**config.mk**
```make
export PLATFORM = sky130hd
export DESIGN_NAME = pipe_hazard_ctrl
export DESIGN_NICKNAME = d
export VERILOG_FILES = /design/src/rtl/pipe_hazard_ctrl.sv
export SDC_FILE = /design/constraint.sdc
export NUM_CORES = 1
export LEC_CHECK = 0
export BUFFER_PORTS_ARGS = -buffer_cell sky130_fd_sc_hd__buf_2
export CORE_ASPECT_RATIO = 0.6
export CORE_UTILIZATION = 39
export CTS_CLUSTER_DIAMETER = 30
export DETAILED_ROUTE_END_ITERATION = 10
export PLACE_DENSITY = 0.82
export SYNTH_ARGS = -nofsm -noshare
export SYNTH_HDL_FRONTEND = slang
export SYNTH_SLANG_ARGS = --single-unit
```
**constraint.sdc**
```tcl
create_clock -name clk -period 1.75 [get_ports clk]
set_clock_uncertainty 0.05 [all_clocks]
set_input_delay 0.0875 -clock clk [delete_from_list [all_inputs] [get_ports clk]]
set_output_delay 0.0875 -clock clk [all_outputs]
set_load 0.02 [all_outputs]
```
**src/rtl/pipe_hazard_ctrl.sv**
```systemverilog
// Pipeline hazard sequencer: load-use bubbles, multi-cycle EX holds, external stalls and mispredict flushes.
// Optional perf counters are built when PIPE_HAZARD_PERF_EN is defined.
module pipe_hazard_ctrl #(
  parameter int REG_IDX_WIDTH = 5,
  parameter int FLUSH_CYCLES  = 1,
  parameter int MC_TIMEOUT    = 64
) (
  input  logic                     clk,
  input  logic                     rst,
  input  logic                     id_valid_i,
  input  logic [REG_IDX_WIDTH-1:0] id_rs1_idx_i,
  input  logic                     id_rs1_ren_i,
  input  logic [REG_IDX_WIDTH-1:0] id_rs2_idx_i,
  input  logic                     id_rs2_ren_i,
  input  logic                     id_ex_valid_i,
  input  logic [REG_IDX_WIDTH-1:0] id_ex_rd_idx_i,
  input  logic                     id_ex_rd_en_i,
  input  logic                     id_ex_is_load_i,
  input  logic                     ex_mispredict_i,
  input  logic                     ex_mc_start_i,
  input  logic                     ex_mc_done_i,
  input  logic                     ext_stall_i,
  output logic                     stall_pc_o,
  output logic                     stall_if_id_o,
  output logic                     stall_id_ex_o,
  output logic                     flush_if_id_o,
  output logic                     flush_id_ex_o,
  output logic                     mc_timeout_o,
  output logic [1:0]               state_o,
  output logic [31:0]              perf_stall_cnt_o,
  output logic [31:0]              perf_flush_cnt_o
);

  localparam int FCNT_W = $clog2(FLUSH_CYCLES + 1);
  localparam int TCNT_W = $clog2(MC_TIMEOUT + 1);
  localparam logic [FCNT_W-1:0] FLUSH_INIT = FCNT_W'(FLUSH_CYCLES - 1);
  localparam logic [TCNT_W-1:0] TCNT_MAX   = TCNT_W'(MC_TIMEOUT);

  typedef enum logic [1:0] {
    ST_RUN     = 2'd0,
    ST_MC_WAIT = 2'd1,
    ST_FLUSH   = 2'd2
  } state_e;

  state_e              state_q, state_d;
  logic [FCNT_W-1:0]   fcnt_q, fcnt_d;
  logic [TCNT_W-1:0]   tcnt_q, tcnt_d;

  logic stall_pc_c, stall_if_id_c, stall_id_ex_c;
  logic flush_if_id_c, flush_id_ex_c, mc_timeout_c;
  logic load_use;

  // rd==x0 never creates a dependency since x0 is hard-wired
  assign load_use = id_valid_i & id_ex_valid_i & id_ex_is_load_i & id_ex_rd_en_i &
                    (id_ex_rd_idx_i != '0) &
                    ((id_rs1_ren_i & (id_rs1_idx_i == id_ex_rd_idx_i)) |
                     (id_rs2_ren_i & (id_rs2_idx_i == id_ex_rd_idx_i)));

  always_comb begin
    state_d       = state_q;
    fcnt_d        = fcnt_q;
    tcnt_d        = tcnt_q;
    stall_pc_c    = 1'b0;
    stall_if_id_c = 1'b0;
    stall_id_ex_c = 1'b0;
    flush_if_id_c = 1'b0;
    flush_id_ex_c = 1'b0;
    mc_timeout_c  = 1'b0;
    case (state_q)
      ST_RUN: begin
        if (ext_stall_i) begin
          stall_pc_c    = 1'b1;
          stall_if_id_c = 1'b1;
          stall_id_ex_c = 1'b1;
        end else if (ex_mispredict_i) begin
          flush_if_id_c = 1'b1;
          flush_id_ex_c = 1'b1;
          if (FLUSH_CYCLES > 1) begin
            state_d = ST_FLUSH;
            fcnt_d  = FLUSH_INIT;
          end
        end else if (ex_mc_start_i && !ex_mc_done_i) begin
          stall_pc_c    = 1'b1;
          stall_if_id_c = 1'b1;
          stall_id_ex_c = 1'b1;
          state_d       = ST_MC_WAIT;
          tcnt_d        = TCNT_W'(1);
        end else if (!ex_mc_start_i && load_use) begin
          stall_pc_c    = 1'b1;
          stall_if_id_c = 1'b1;
          flush_id_ex_c = 1'b1;
        end
      end
      ST_MC_WAIT: begin
        // An external stall still freezes the front end on the exit cycle
        if (ex_mc_done_i || (tcnt_q == TCNT_MAX)) begin
          mc_timeout_c  = ~ex_mc_done_i;
          state_d       = ST_RUN;
          stall_pc_c    = ext_stall_i;
          stall_if_id_c = ext_stall_i;
          stall_id_ex_c = ext_stall_i;
        end else begin
          stall_pc_c    = 1'b1;
          stall_if_id_c = 1'b1;
          stall_id_ex_c = 1'b1;
          tcnt_d        = tcnt_q + TCNT_W'(1);
        end
      end
      ST_FLUSH: begin
        if (ext_stall_i) begin
          stall_pc_c    = 1'b1;
          stall_if_id_c = 1'b1;
          stall_id_ex_c = 1'b1;
        end else begin
          flush_if_id_c = 1'b1;
          if (fcnt_q == FCNT_W'(1)) begin
            state_d = ST_RUN;
          end else begin
            fcnt_d = fcnt_q - FCNT_W'(1);
          end
        end
      end
      default: state_d = ST_RUN;
    endcase
  end

  always_ff @(posedge clk or posedge rst) begin
    if (rst) begin
      state_q <= ST_RUN;
      fcnt_q  <= '0;
      tcnt_q  <= '0;
    end else begin
      state_q <= state_d;
      fcnt_q  <= fcnt_d;
      tcnt_q  <= tcnt_d;
    end
  end

  assign stall_pc_o    = stall_pc_c    & ~rst;
  assign stall_if_id_o = stall_if_id_c & ~rst;
  assign stall_id_ex_o = stall_id_ex_c & ~rst;
  assign flush_if_id_o = flush_if_id_c & ~rst;
  assign flush_id_ex_o = flush_id_ex_c & ~rst;
  assign mc_timeout_o  = mc_timeout_c  & ~rst;
  assign state_o       = state_q;

`ifdef PIPE_HAZARD_PERF_EN
  logic [31:0] perf_stall_q, perf_stall_d;
  logic [31:0] perf_flush_q, perf_flush_d;
  logic        mp_accept;

  assign mp_accept = ~rst & (state_q == ST_RUN) & ~ext_stall_i & ex_mispredict_i;

  // Both counters saturate rather than wrap
  always_comb begin
    perf_stall_d = perf_stall_q;
    perf_flush_d = perf_flush_q;
    if (stall_pc_o && (perf_stall_q != 32'hFFFF_FFFF)) begin
      perf_stall_d = perf_stall_q + 32'd1;
    end
    if (mp_accept && (perf_flush_q != 32'hFFFF_FFFF)) begin
      perf_flush_d = perf_flush_q + 32'd1;
    end
  end

  always_ff @(posedge clk or posedge rst) begin
    if (rst) begin
      perf_stall_q <= 32'h0;
      perf_flush_q <= 32'h0;
    end else begin
      perf_stall_q <= perf_stall_d;
      perf_flush_q <= perf_flush_d;
    end
  end

  assign perf_stall_cnt_o = perf_stall_q;
  assign perf_flush_cnt_o = perf_flush_q;
`else
  assign perf_stall_cnt_o = 32'h0;
  assign perf_flush_cnt_o = 32'h0;
`endif

endmodule
```
==> results of run 1 <==
[routing by layer]
metal	part of all wire (%)	up-vias	global-route usage [%]	wire length [µm]
li1	-	444	-	-
met1	39	472	17.4	962
met2	55	35	23.1	1370
met3	6.0	0	4.24	150
met4	0	0	1.15	0
met5	0	-	0	0
[cell usage after synthesis, types with 2 or more instances]
cell type	count
or2_2	2
xnor2_1	6
nand2_1	4
nand4_1	3
a21oi_1	4
xor2_1	9
ha_1	2
nor2_1	7
o31ai_1	3
nand2b_1	3
nor2b_1	2
dfrtp_1	8
inv_1	8
nor3_1	3
nor4_1	3
a32oi_1	2
buf_4	66
[critical path, stage by stage (launching register included)]
cell	delay, ns
dfrtp_1	0.39
inv_1	0.07
ha_2	0.16
nor2b_4	0.18
nand3_2	0.09
a32oi_2	0.26
o31ai_4	0.13
buf_6	0.15
[kinds of logic after synthesis]
logic type                 Yosys count  synth area share [%]
buffers and inverters               74                  44.2
xor gates and xnor gates            15                  11.0
and+or+nand+nor                     34                  18.2
DFF                                  8                  16.8
AOI/OAI and AO/OA                   12                  7.36
adders and majority gates            2                  2.10
other                                1                 0.315
[worst max-delay path by stage]
| stage | startpoint | end | slack, ns | cells after the start |
|---|---|---|---|---|
| 2_1_floorplan | tcnt_q[0] | stall_pc_o | 0.04 | 7 |
| 3_3_place_gp | tcnt_q[1] | stall_pc_o | 0.1 | 7 |
| 3_5_place_dp | tcnt_q[0] | stall_if_id_o | -0.008 | 7 |
| 4_1_cts | tcnt_q[4] | stall_if_id_o | -0.04 | 5 |
| 5_1_grt | tcnt_q[0] | stall_pc_o | -0.10 | 7 |
| 6_report | tcnt_q[0] | stall_if_id_o | -0.05 | 7 |
[layout by cell type, fill, tap and decap left out, drive strengths merged, types with 3 or more instances in the layout]
cell / Yosys / layout
conb: 1 / 65
buf: 66 / 45
xor2: 9 / 9
dfrtp: 8 / 8
nor2: 7 / 7
inv: 8 / 7
xnor2: 6 / 6
nand2: 4 / 4
nand4: 4 / 4
a21oi: 4 / 4
nor3: 4 / 4
nand2b: 3 / 3
nor4: 3 / 3
clkbuf: 0 / 3
o31ai: 3 / 3
[flip-flops by register name, summed over array words and instances, names as in the netlist]
signal / flops
tcnt_q: 7
state_o: 1
[power by group through the flow]
stage	Clock (mW)	Combinational, mW	Sequential, mW
after floorplan	0	0.371	0.259
after global placement	0	0.392	0.238
after detailed placement	0	0.406	0.240
after CTS	0.220	0.453	0.242
after global routing	0.234	0.544	0.248
final	0.215	0.504	0.244
[what timing repair did]
item / in CTS / in global routing
resized for setup: 8 / 9
setup endpoints to repair: 4 / 6
pin swaps: 3 / 4
endpoints found under the hold margin: 8 / 0
gates cloned: 0 / 0
setup buffers: 5 / 3
hold buffers: 1 / 0
[final cells by class]
cell class	count	area, µm²	share of cell area [%]
multi-input cells	128	771	55.9
flip-flops and latches	8	200	14.5
clock buffers	3	41.3	2.99
repair buffers	46	280	20.3
inverters	8	33.8	2.45
well taps	42	52.6	3.81
[stage by stage]
stage               util (%)  total power [mW]  TNS (ns)
floorplan                  -             0.630         0
global placement        41.6             0.630         0
detailed placement      41.6             0.647   -0.0158
CTS                     45.7             0.915   -0.0896
global route            47.7              1.03    -0.277
finish                  47.7             0.964    -0.103
==> out/qor.csv, run 1 <==
stage,metric,value,unit
placed_design,placedCellCount,223,
min_path,holdCritStartpoint,ex_mc_done_i,
yosys,synthArstFlopShare,100,%
setup_path,endpoint_kind,output port,
detailed_routing,vias,951,
floorplan,pin_count,99,
global_routing,antenna_found_initial,0,
global_routing,grt_use_total,13.4,%
status,violations,setup timing,
power_and_ir_drop,power_switching,0.409,mW
yosys,yosysTopAreaCellShare,41.6,%
floorplan,coreArea,2890,µm²
cts,numCtsBuffers,3,
placed_design,dp_hpwl,1860,µm
cells_and_area,syn2layout_area_growth,15.9,%
yosys,synth_area_leader_cell,buf_4,
cts,cts.path.max_buffers,2,
detailed_routing,drt_wl_total,2490,µm
yosys,ys.flop_type,dfrtp_1,
yosys,yosys-top-cells-area,"buf_4 (42%), dfrtp_1 (17%), xor2_1 (6.6%), xnor2_1 (4.4%), inv_1 (2.5%)",
sta,rsz0062_at_grt,true,
sta,relSlewSlack,65.0,%
detailed_routing,antenna_left,0,
power_and_ir_drop,p_leak,0.740,nW
cells_and_area,fin_area,1380,µm²
placed_design,post_dp_cell_area,1200,µm²
yosys,ys_warn_count,0,
cts,htree_num_levels,1,
yosys,postSynthAreaPerCell,8.15,µm²
detailed_routing,drt_iter0_markers,37,
cells_and_area,fillers,285,
detailed_routing,drc,0,
run,maxCapViolations,0,
cts,cts_tree,done,
min_path,whs_path_depth,3,
global_routing,grt_first_pass_wirelength,3320,µm
sta,drv_slew,0,
power_and_ir_drop,intPower,0.555,mW
placed_design,port-buffer-count,33,
setup_path,r2r_cells,8,
global_routing,first_global_vias,732,
setup_path,rr_startpoint,tcnt_q[0],
cts,clkSinkCount,8,
cts,insertion_delay,0.22,ns
cells_and_area,nNetsFinal,224,
power_and_ir_drop,p_clk_share,22.3,%
detailed_routing,first_pass_iters,4,
yosys,syn-instance-count,146,
floorplan,fp.dieH,44.8,µm
yosys,synthesis.area,1190,µm²
yosys,ys_types,28,
power_and_ir_drop,power_frac_comb,52.3,%
min_path,min_path_type,primary input to flop,
setup_path,critPathLaunchType,flop,
cells_and_area,layout.cells.non_filler,235,
floorplan,rows,15,
setup_path,critPathMaxFanout,4,
placed_design,gp_congestion,0.869,
placed_design,dpl_worst_slack,-0.00840,ns
min_path,hold_path_end,tcnt_q[3],
cells_and_area,drive_above_1_share,33.7,%
yosys,synth_edf_count,0,
power_and_ir_drop,ir_worst_vdd,338,µV
power_and_ir_drop,swShare,42.4,%
cells_and_area,n_antenna_cell,0,
global_routing,grt_max_degree,11,
yosys,ys_seq_area_share,16.8,%
sta,max_freq,0.555,GHz
setup_path,rrSetupSlack,0.07,ns
setup_path,r2r_end,tcnt_q[6],
detailed_routing,wl_per_cell,10.6,µm
setup_path,required,1.61,ns
sta,setup_viol,3,
power_and_ir_drop,power_frac_seq,25.4,%
sta,min_period,1.80,ns
sta,layout_setup_ws,-0.0516,ns
sta,timing.hold.ws,0.189,ns
yosys,ys_seq_elements,8,
cts,cts_root_buffer,clkbuf_8,
sta,period_share,103,%
global_routing,grt_overflow,0,
floorplan,start_util,41.2,%
power_and_ir_drop,powerDensity,699,nW/µm²
sta,hold_viol,0,
floorplan,die_area,3280,µm²
cts,path_clk_slew,0.04,ns
detailed_routing,vias_per_cell,4.05,
floorplan,die_x,73.3,µm
setup_path,crit_type,flop to output port,
setup_path,arrival,1.66,ns
sta,worst_pin_slew,0.525,ns
status,status,finished with violations,
No activity file was read; power rests on OpenSTA's default activity.
==> run 2, diff against run 1 <==
--- a/config.mk
+++ b/config.mk
@@ -6,11 +6,13 @@
 export NUM_CORES = 1
 export LEC_CHECK = 0
 export BUFFER_PORTS_ARGS = -buffer_cell sky130_fd_sc_hd__buf_2
+export CELL_PAD_IN_SITES_DETAIL_PLACEMENT = 0
+export CELL_PAD_IN_SITES_GLOBAL_PLACEMENT = 2
 export CORE_ASPECT_RATIO = 0.6
-export CORE_UTILIZATION = 39
+export CORE_UTILIZATION = 19
 export CTS_CLUSTER_DIAMETER = 30
 export DETAILED_ROUTE_END_ITERATION = 10
-export PLACE_DENSITY = 0.82
+export PLACE_DENSITY = 0.81
 export SYNTH_ARGS = -nofsm -noshare
 export SYNTH_HDL_FRONTEND = slang
 export SYNTH_SLANG_ARGS = --single-unit
==> out/qor.csv, run 2 (synthesis results as in run 1) <==
stage,metric,value,unit,change
sta,max_freq,0.558,GHz,was 0.555 GHz
cells_and_area,drive_above_1_share,28.7,%,was 33.7%
detailed_routing,vias_per_cell,3.26,,was 4.05
cts,numCtsBuffers,3,,unchanged
cts,cts_root_buffer,clkbuf_8,,unchanged
global_routing,grt_first_pass_wirelength,3430,µm,was 3320 µm
setup_path,rrSetupSlack,0.14,ns,was 0.07 ns
detailed_routing,antenna_left,0,,unchanged
placed_design,dp_hpwl,1970,µm,was 1860 µm
cells_and_area,fin_util,23.4,%,was 47.7%
min_path,min_path_type,primary input to flop,,unchanged
setup_path,endpoint_kind,output port,,unchanged
min_path,holdCritStartpoint,ex_mc_done_i,,unchanged
cells_and_area,largest_reg_flops,7,,unchanged
setup_path,critPathMaxFanout,4,,unchanged
setup_path,slowest_stage,dfrtp_1,,unchanged
floorplan,fp.dieH,63.3,µm,was 44.8 µm
global_routing,first_global_vias,704,,was 732
setup_path,arrival,1.65,ns,was 1.66 ns
run,maxCapViolations,0,,unchanged
placed_design,port-buffer-count,33,,unchanged
setup_path,rr_startpoint,tcnt_q[1],,was tcnt_q[0]
global_routing,grt_use_total,6.73,%,was 13.4%
floorplan,start_util,20.5,%,was 41.2%
cts,cts.path.max_buffers,2,,unchanged
global_routing,grt_max_degree,9,,was 11
status,violations,setup timing,,unchanged
setup_path,required,1.61,ns,about the same
cells_and_area,final_cell_mix,"conb_1 (65), buf_2 (30), xor2_1 (9)",,"was conb_1 (65), buf_2 (30), buf_4 (13)"
sta,drv_slew,0,,unchanged
setup_path,critPathLaunchType,flop,,unchanged
cells_and_area,mostFrequentLayoutCell,conb_1,,unchanged
sta,setup_viol,2,,was 3
power_and_ir_drop,p_leak,0.718,nW,was 0.740 nW
placed_design,dpl_worst_slack,0.109,ns,was -0.00840 ns
detailed_routing,drt_wl_total,2330,µm,was 2490 µm
setup_path,cp_num_buf_inv,2,,unchanged
power_and_ir_drop,ir_worst_vdd,218,µV,was 338 µV
setup_path,max_stage_delay,0.37,ns,was 0.39 ns
cells_and_area,top_register,tcnt_q,,unchanged
cts,path_clk_slew,0.04,ns,about the same
floorplan,rows,21,,was 15
power_and_ir_drop,powerDensity,652,nW/µm²,was 699 nW/µm²
status,status,finished with violations,,unchanged
placed_design,post_dp_cell_area,1250,µm²,was 1200 µm²
sta,rsz0062_at_grt,true,,unchanged
detailed_routing,drc,0,,unchanged
floorplan,coreArea,5810,µm²,was 2890 µm²
sta,finalSetupTns,-0.0809,ns,was -0.103 ns
sta,hold_viol,0,,unchanged
global_routing,antenna_found_initial,0,,unchanged
global_routing,grt_overflow,0,,unchanged
cts,htree_num_levels,1,,unchanged
placed_design,gp_congestion,0.744,,was 0.869
setup_path,crit_start,tcnt_q[1],,was tcnt_q[0]
setup_path,path_cells,inv_1 -> ha_1 -> nor2b_4 -> nand2_1 -> a21oi_1 -> o31ai_4 -> buf_6,,was inv_1 -> ha_2 -> nor2b_4 -> nand3_2 -> a32oi_2 -> o31ai_4 -> buf_6
cts,insertion_delay,0.23,ns,was 0.22 ns
setup_path,crit_type,flop to output port,,unchanged
detailed_routing,wl_per_cell,8.71,µm,was 10.6 µm
setup_path,path_delay_family,compound AO/OA/AOI/OAI gates,,was flip-flops
floorplan,die_x,104,µm,was 73.3 µm
detailed_routing,drt_iter0_markers,26,,was 37
floorplan,die_area,6590,µm²,was 3280 µm²
sta,layout_setup_ws,-0.0407,ns,was -0.0516 ns
sta,period_share,102,%,was 103%
cts,clkSinkCount,8,,unchanged
detailed_routing,vias,873,,was 951
sta,min_period,1.79,ns,was 1.80 ns
cts,cts_tree,done,,unchanged
cells_and_area,fin_area,1360,µm²,was 1380 µm²
floorplan,pin_count,99,,unchanged
cells_and_area,syn2layout_area_growth,14.3,%,was 15.9%
cells_and_area,nNetsFinal,219,,was 224
cells_and_area,n_antenna_cell,0,,unchanged
detailed_routing,first_pass_iters,4,,unchanged
-- run 2: routing by layer --
layer	part of all wire [%]	vias to the layer above	track usage [%]
li1	-	437	-
met4	1.2	0	2.68
met2	51	30	10.8
met1	42	404	8.23
met3	5.3	2	2.38
met5	0	-	0
-- run 2: cell type report --
class / count / area [µm²]
multi-input combinational: 128 / 741
clock buffer: 3 / 41.3
tap: 80 / 100
fill: 658 / 4450
timing repair buffer: 41 / 246
inverter: 8 / 30.0
sequential: 8 / 201
-- run 2: final timing paths --
kind / to / depth (start not counted)
setup / recovery: stall_if_id_o / 7
hold / removal: tcnt_q[3] / 3
setup reg to reg: tcnt_q[6] / 7
hold reg to reg: tcnt_q[6] / 2
max in group asynchronous: state_o[0] / 3
min in group asynchronous: tcnt_q[6] / 3
-- run 2: worst register-to-register path: cells and delay by family (launching register included) --
family / cells / cell delay (ns)
fa+ha+maj: 1 / 0.17
simple gates: 2 / 0.19
flops: 1 / 0.37
compound gates: 1 / 0.32
buf+inv: 2 / 0.22
xor+xnor: 1 / 0.16
-- run 2: metrics by stage --
stage / power [mW] / cells / hold slack [ns]
floorplan: 0.630 / 210 / -0.123
global placement: 0.621 / 261 / 0.0934
detailed placement: 0.622 / 261 / 0.0994
CTS: 0.877 / 267 / 0.197
global route: 0.951 / 268 / 0.213
finish: 0.887 / 268 / 0.195
-- run 2: what timing repair did --
item | 4_1_cts | 5_1_grt
endpoints found under the setup margin | 4 | 6
hold buffers | 1 | 0
hold endpoints to repair | 8 | 0
pin swaps | 3 | 3
setup buffers | 2 | 1
resized for setup | 8 | 3
-- run 2: where the power goes --
part,internal (mW),leakage (nW),total (mW),switching [mW]
clock,0.149,0.0216,0.221,0.0716
sequential,0.217,0.104,0.259,0.0415
combinational,0.143,0.591,0.408,0.265
total,0.509,0.718,0.887,0.378
